**config.mk**
```make
export PLATFORM = sky130hd
export DESIGN_NAME = midi_tx
export DESIGN_NICKNAME = d
export VERILOG_FILES = /design/src/rtl/midi_tx_pkg.sv /design/src/rtl/midi_baud_counter.sv /design/src/rtl/midi_tx.sv
export SDC_FILE = /design/constraint.sdc
export NUM_CORES = 1
export LEC_CHECK = 0
export CAP_MARGIN = 20
export CORE_MARGIN = 2
export CORE_UTILIZATION = 55
export CTS_CLUSTER_SIZE = 20
export DETAILED_ROUTE_END_ITERATION = 6
export PLACE_DENSITY_LB_ADDON = 0.05
export RECOVER_POWER = 100
export SLEW_MARGIN = 10
export SYNTH_ARGS = -nofsm -noshare
export SYNTH_HDL_FRONTEND = slang
export SYNTH_SLANG_ARGS = --single-unit
```
**constraint.sdc**
```tcl
create_clock -name clock -period 3.13 [get_ports clock]
set_clock_uncertainty 0.15 [all_clocks]
set_input_delay 0.7825 -clock clock [delete_from_list [all_inputs] [get_ports clock]]
set_output_delay 0.7825 -clock clock [all_outputs]
set_load 0.05 [all_outputs]
```
**src/rtl/midi_tx_pkg.sv**
```systemverilog
// Shared MIDI constants and types.
// MIDI_TX_RUNNING_STATUS_EN enables running-status compression.
package midi_tx_pkg;

  localparam int SYSTEM_CLOCK   = 50000000;
  localparam int BYTE_WIDTH     = 8;
  localparam int MIDI_BAUD_RATE = 31250;

  typedef logic [BYTE_WIDTH-1:0] byte_t;

  localparam byte_t MIDI_STATUS_MIN   = 8'h80;
  localparam byte_t MIDI_SYSCOM_MIN   = 8'hF0;
  localparam byte_t MIDI_REALTIME_MIN = 8'hF8;

  typedef enum logic [1:0] {
    IDLE,
    START,
    DATA,
    STOP
  } tx_state_e;

  function automatic logic is_chan_status(byte_t b);
    return (b >= MIDI_STATUS_MIN) && (b < MIDI_SYSCOM_MIN);
  endfunction

  function automatic logic is_syscom(byte_t b);
    return (b >= MIDI_SYSCOM_MIN) && (b < MIDI_REALTIME_MIN);
  endfunction

endpackage

```
**src/rtl/midi_baud_counter.sv**
```systemverilog
// Bit-period counter: counts 0..BIT_TICKS-1 while enabled.
// bit_done pulses on the last tick of each bit; clear wins over enable.
module midi_baud_counter #(
  parameter int BIT_TICKS = 1600
) (
  input  logic clock,
  input  logic reset_n,
  input  logic clear,
  input  logic enable,
  output logic bit_done
);

  localparam int W = (BIT_TICKS > 1) ? $clog2(BIT_TICKS) : 1;
  localparam logic [W-1:0] LAST = W'(BIT_TICKS - 1);

  logic [W-1:0] count;

  assign bit_done = enable && !clear && (count == LAST);

  always_ff @(posedge clock or negedge reset_n) begin
    if (!reset_n) begin
      count <= '0;
    end else if (clear) begin
      count <= '0;
    end else if (enable) begin
      count <= bit_done ? '0 : count + 1'b1;
    end
  end

endmodule

```
**src/rtl/midi_tx.sv**
```systemverilog
// MIDI OUT transmitter: 8N1 UART at BAUD_RATE, LSB first.
// MIDI_TX_RUNNING_STATUS_EN drops repeated channel-status bytes.
module midi_tx
  import midi_tx_pkg::*;
#(
  parameter int CLOCK_FREQUENCY = SYSTEM_CLOCK,
  parameter int BAUD_RATE       = MIDI_BAUD_RATE
) (
  input  logic  clock,
  input  logic  reset_n,
  input  byte_t tx_data,
  input  logic  tx_valid,
  output logic  tx_ready,
  output logic  tx_busy,
  output logic  midi_out
);

  localparam int BIT_TICKS = CLOCK_FREQUENCY / BAUD_RATE;

  tx_state_e  state;
  byte_t      shift;
  logic [2:0] bit_idx;
  logic       accept;
  logic       skip;
  logic       send;
  logic       bit_done;

  assign tx_ready = (state == IDLE);
  assign accept   = tx_valid && tx_ready;
  assign send     = accept && !skip;

`ifdef MIDI_TX_RUNNING_STATUS_EN
  byte_t last_status;

  assign skip = is_chan_status(tx_data)
             && (tx_data == last_status);

  always_ff @(posedge clock or negedge reset_n) begin
    if (!reset_n) begin
      last_status <= '0;
    end else if (send) begin
      if (is_chan_status(tx_data)) begin
        last_status <= tx_data;
      end else if (is_syscom(tx_data)) begin
        last_status <= '0;
      end
    end
  end
`else
  assign skip = 1'b0;
`endif

  midi_baud_counter #(
    .BIT_TICKS(BIT_TICKS)
  ) u_baud (
    .clock   (clock),
    .reset_n (reset_n),
    .clear   (send),
    .enable  (state != IDLE),
    .bit_done(bit_done)
  );

  always_ff @(posedge clock or negedge reset_n) begin
    if (!reset_n) begin
      state    <= IDLE;
      midi_out <= 1'b1;
      tx_busy  <= 1'b0;
      shift    <= '0;
      bit_idx  <= '0;
    end else begin
      unique case (state)
        IDLE: begin
          if (send) begin
            state    <= START;
            midi_out <= 1'b0;
            tx_busy  <= 1'b1;
            shift    <= tx_data;
          end
        end
        START: begin
          if (bit_done) begin
            state    <= DATA;
            midi_out <= shift[0];
            shift    <= shift >> 1;
            bit_idx  <= '0;
          end
        end
        DATA: begin
          if (bit_done) begin
            if (bit_idx == 3'd7) begin
              state    <= STOP;
              midi_out <= 1'b1;
            end else begin
              midi_out <= shift[0];
              shift    <= shift >> 1;
              bit_idx  <= bit_idx + 3'd1;
            end
          end
        end
        STOP: begin
          if (bit_done) begin
            state   <= IDLE;
            tx_busy <= 1'b0;
          end
        end
      endcase
    end
  end

endmodule
```
; ---- Word level (Yosys, flattened, before mapping)
; Index checks and enable logic that the tools add are counted.
[word_totals]
input_bits = 11
elab_cells = 60
mem_bits_ro = 0
n_memories = 0
latchBits = 0
out_inout_bits = 3
register_bits = 26
ramBits = 0
[classes]
add_sub_neg = 2
n_shift = 0
mul = 0
bitwise = 0
n_lt_le_gt_ge = 0
eq_ne = 11
div = 0
reduce_logical = 15
mux = 26
[op_table]
columns = operator, count
row1 = $mux W11, 3
row2 = $mux W8, 4
row3 = $pmux W8 S3, 1
row4 = $add A11 B1 Y11 const B, 1
row5 = $eq A11 B11 Y1 const B, 1
row6 = $mux W2, 5
row7 = $reduce_and A5 Y1, 2
row8 = $mux W3, 3
row9 = $ne A2 B1 Y1 const B, 4
row10 = $pmux W2 S4, 1
row11 = $reduce_and A4 Y1, 2
row12 = $reduce_bool A2 Y1, 4
row13 = $mux W1, 6
row14 = $pmux W3 S2, 1
row15 = $eq A2 B2 Y1 const B, 2
row16 = $ne A2 B2 Y1 const B, 2
row17 = $add A3 B1 Y3 const B, 1
row18 = $eq A3 B3 Y1 const B, 1
row19 = $logic_and A1 B1 Y1, 3
row20 = $pmux W1 S3, 1
row21 = $reduce_and A3 Y1, 1
row22 = $reduce_bool A3 Y1, 1
row23 = $eq A2 B1 Y1 const B, 1
row24 = $logic_not A2 Y1, 1
row25 = other kinds (2), 2

; ---- Depth between registers and ports, before layout
[logic_depth]
word_depth = 8
depth_mapped = 7

; ---- By module
; A second synthesis with hierarchy kept.
[unflattened]
hier_cells = 148
area_unflattened_um2 = 1560.2
[by_module_without_submodules]
columns = mod, area_per_inst_um2, instances, cells_each
row1 = midi_tx, 944.7, 1, 82
row2 = midi_baud_counter, 615.6, 1, 66

; ---- Worst setup path after synthesis
; No wires, ideal clock.
[synth_path]
kind = reg2reg
start = register u_baud.count[7]
end = register shift[0]
path_buffers = 1
stages_incl_launch_ff = 6
arrival_time_ns = 2.091
synth_period_minus_slack_ns = 2.365
setup_slack_ns = 0.765
path_cell_list = dfrtp_1 or4b_4 or4_1 buf_2 a21oi_4 mux2_2
[synth_via]
elab_chain_len = 4
[synth_rtl]
columns = element, line_no
row1 = start: declaration, midi_baud_counter.sv:16  ; logic [W-1:0] count;
row2 = start signal: assignment, midi_baud_counter.sv:26  ; count <= bit_done ? '0 : count + 1'b1;
row3 = $eq A11 B11 Y1 *, midi_baud_counter.sv:18  ; assign bit_done = enable && !clear && (count == LAST);
row4 = $logic_and A1 B1 Y1 *, midi_baud_counter.sv:18
row5 = $ne A2 B1 Y1 (no source line), -
row6 = $reduce_and A5 Y1 (no source line) *, -
row7 = end signal: assignment, midi_tx.sv:77  ; shift <= tx_data;
row8 = end signal: assignment, midi_tx.sv:84  ; shift <= shift >> 1;
row9 = end signal: assignment, midi_tx.sv:95  ; shift <= shift >> 1;
row10 = end: declaration, midi_tx.sv:21  ; byte_t shift;
; Mark *: on every way between the ends. The rest lies on a longest branch, timed or not.
; A chain may end at the register's enable or synchronous reset.

; ---- Final worst setup path
[layout_path]
start = register u_baud.count[0]
end = register shift[0]
; The elaborated chain is that of the path after synthesis.

==> results.cfg <==
[sta]
worstMarginPinSlew_ns = 1.39
timing.fmax_mhz = 363
hold_viol_final = 0
final.setup.worst_slack_ns = 0.372
setup_viol = 0
rsz0062_at_grt = false
fin_crit_sh_pct = 88.1
maxSlewHeadroom_pct = 7.56
slew_viol_final = 0
finalSetupTns_ns = 0
final.min_clock_period_ns = 2.76

[critical_path]
critPathSlowestCell = or4_1
slowest_delay_ns = 0.74
criticalPathCategory = flop to flop
path_cells = ha_1 -> nand4_1 -> or4_1 -> a21oi_2 -> mux2_2
cp.arrival_ns = 2.82
cp-start-kind = flop
cp_max_fo = 9
crit_required_ns = 3.20
endpoint_kind = flop
reg2reg_slack_ns = 0.37

[finish]
insertedDiodeCount = 0
fin_area_mm2 = 0.00169
layout-drive-gt1-share_pct = 16.4
final_cells = 190
syn2layout_area_growth_pct = 11.9
nets = 180

[route]
drtIter0Drc = 29
drc = 0
drtPass1Iterations = 4
vias = 1164
wl_met3_um = 88
wl_um = 2960
wl_met2_um = 1430
wl_met1_um = 1400
top_layer = met4
routedWlPerCell_um = 15.6
via_per_inst = 6.13
ant_nets = 0

[placement]
io_buffers = 13
dp_slack_ns = 0.451
hpwl_um = 2110
place.gp.congestion = 0.830
dp.cells = 186
place_area_mm2 = 0.00169

[floorplan]
dieArea_mm2 = 0.00319
placement_rows = 19
die_h_um = 56.5
die_w_um = 56.5
pin_count = 14
start_util_pct = 56.4
core_area_mm2 = 0.00269

[cts]
post_cts_buffers = 0
h-tree-depth = 1
numCtsBuffers = 3
clock_sinks = 26
clock_latency_ns = 0.32
cts_hold_buffers = 0
cts_root_buffer = clkbuf_4
clkSlewWorstSetupHoldPaths_ns = 0.14
clk_path_buf_depth = 2
cts_tree = yes

[grt]
grt_pass1_vias = 1158
grt_overflow = 0
grt_max_degree = 27
grt_pass1_wl_um = 5310
antenna_found_initial = 0
grt.total_usage_pct = 20.9

[power]
p_seq_share_pct = 66.1
powerDensity_mw_per_mm2 = 301
power_leakage_nw = 0.766
peakVddDrop_mv = 0.221
combinationalPowerShare_pct = 4.5
p_int_uw = 399
switching_share_pct = 21.8
p_total_uw = 510
netSwitchingPower_uw = 111
pwr-share-clk_pct = 29.4

[logic_synthesis]
synth_flop_cell = dfrtp_1
avgSynthCellArea_um2 = 10.6
synthCells = 143
synth_cell_types = 37
synth_edf_count = 0
synth-warning-count = 0
ys_ff_latch = 26
syn_area_mm2 = 0.00151
yosysSeqAreaShare_pct = 43.1
syn-num-nets = 163
async_flop_share_pct = 100

[status]
status = finished clean

[job]
maxCapViolations = 0

[min_path]
hold_path.class = flop to flop
==> synthesized netlist by cell type (all sizes together) (3+ instances only) <==
master / instances / area (µm²)
dfrtp: 25 / 626
mux2: 17 / 191
nand2: 15 / 56.3
ha: 9 / 113
a22o: 8 / 70.1
o21ai: 7 / 35.0
nor2: 6 / 22.5
inv: 5 / 18.8
nand3: 5 / 25.0
a31oi: 4 / 25.0
o31ai: 4 / 30.0
a21oi: 3 / 26.3
a41oi: 3 / 26.3
nand2b: 3 / 18.8
==> cells by family after synthesis <==
logic type	synth area share [%]
AND/OR/NAND/NOR	14.9
adder cells (fa/ha/maj)	7.44
XOR/XNOR	1.16
flip-flops	43.1
buffers and inverters	2.31
AO/OA/AOI/OAI	18.5
multiplexers	12.6
==> routing by layer <==
metal | track usage (%) | vias to the layer above
li1 | - | 572
met1 | 26.8 | 568
met2 | 36.9 | 20
met3 | 2.53 | 4
met5 | 0 | -
met4 | 6.12 | 0
==> power groups by stage <==
stage / logic, mW / clock network (mW) / registers [mW]
after floorplan: 0.00112 / 0 / 0.346
after global placement: 0.0246 / 0 / 0.343
after detailed placement: 0.0249 / 0 / 0.343
after CTS: 0.0251 / 0.156 / 0.337
after global routing: 0.0254 / 0.167 / 0.337
final: 0.0231 / 0.150 / 0.337
==> stage by stage <==
step	hold slack (ns)	utilization, %
after floorplan	0.325	-
after global placement	0.335	62.9
after detailed placement	0.346	62.9
after CTS	0.378	63.9
after global routing	0.395	63.1
final	0.375	63.1
==> placed cells by master, fill, tap and decap left out, drive strengths merged, types with 2 or more instances in the layout <==
cell            n
nor4            2
nand2b          3
o2111ai         2
inv             5
dlygate4sd3     3
xor2            2
nand2          15
clkbuf          7
nor2            6
a31oi           4
or4             2
clkdlybuf4s50   9
mux2           17
o31ai           4
dfrtp          25
a22o            8
a21oi           3
or2             2
o21ai           7
ha              9
a41oi           3
a21o            2
nand3           5
==> worst max-delay path, delay by kind of cell (launching register included) <==
kind                       cells  cell delay [ns]
and+or+nand+nor                2             0.96
DFF                            1             0.42
muxes                          1             0.40
AOI/OAI and AO/OA              1             0.46
adders and majority gates      1             0.27
==> flip-flops by register name (all words and copies together), names as in the netlist <==
| name | count |
|---|---|
| midi_out | 1 |
| state | 2 |
| shift | 8 |
| bit_idx | 3 |
| u_baud.count | 11 |
| tx_busy | 1 |
==> path summary, 6_finish.rpt <==
path | startpoint | end | cells past startpoint
hold / removal | shift[3] | shift[3] | 1
setup / recovery | u_baud.count[0] | shift[0] | 5
hold reg to reg | shift[3] | shift[3] | 1
setup reg to reg | u_baud.count[0] | shift[0] | 5
min in group asynchronous | reset_n | u_baud.count[7] | 2
max in group asynchronous | reset_n | bit_idx[1] | 2
==> timing repair <==
action	4_1_cts	5_1_grt
resized for setup	0	1
hold endpoints to repair	0	0
endpoints found under the setup margin	0	1
==> cell type report <==
cell class / count / area, µm²
clock buffer: 4 / 26.3
fill: 247 / 992
inverter: 5 / 18.8
multi-input combinational: 108 / 820
sequential: 26 / 652
tap: 31 / 38.8
timing repair buffer: 16 / 139
Note: power is estimated with default switching activity, not from simulation.
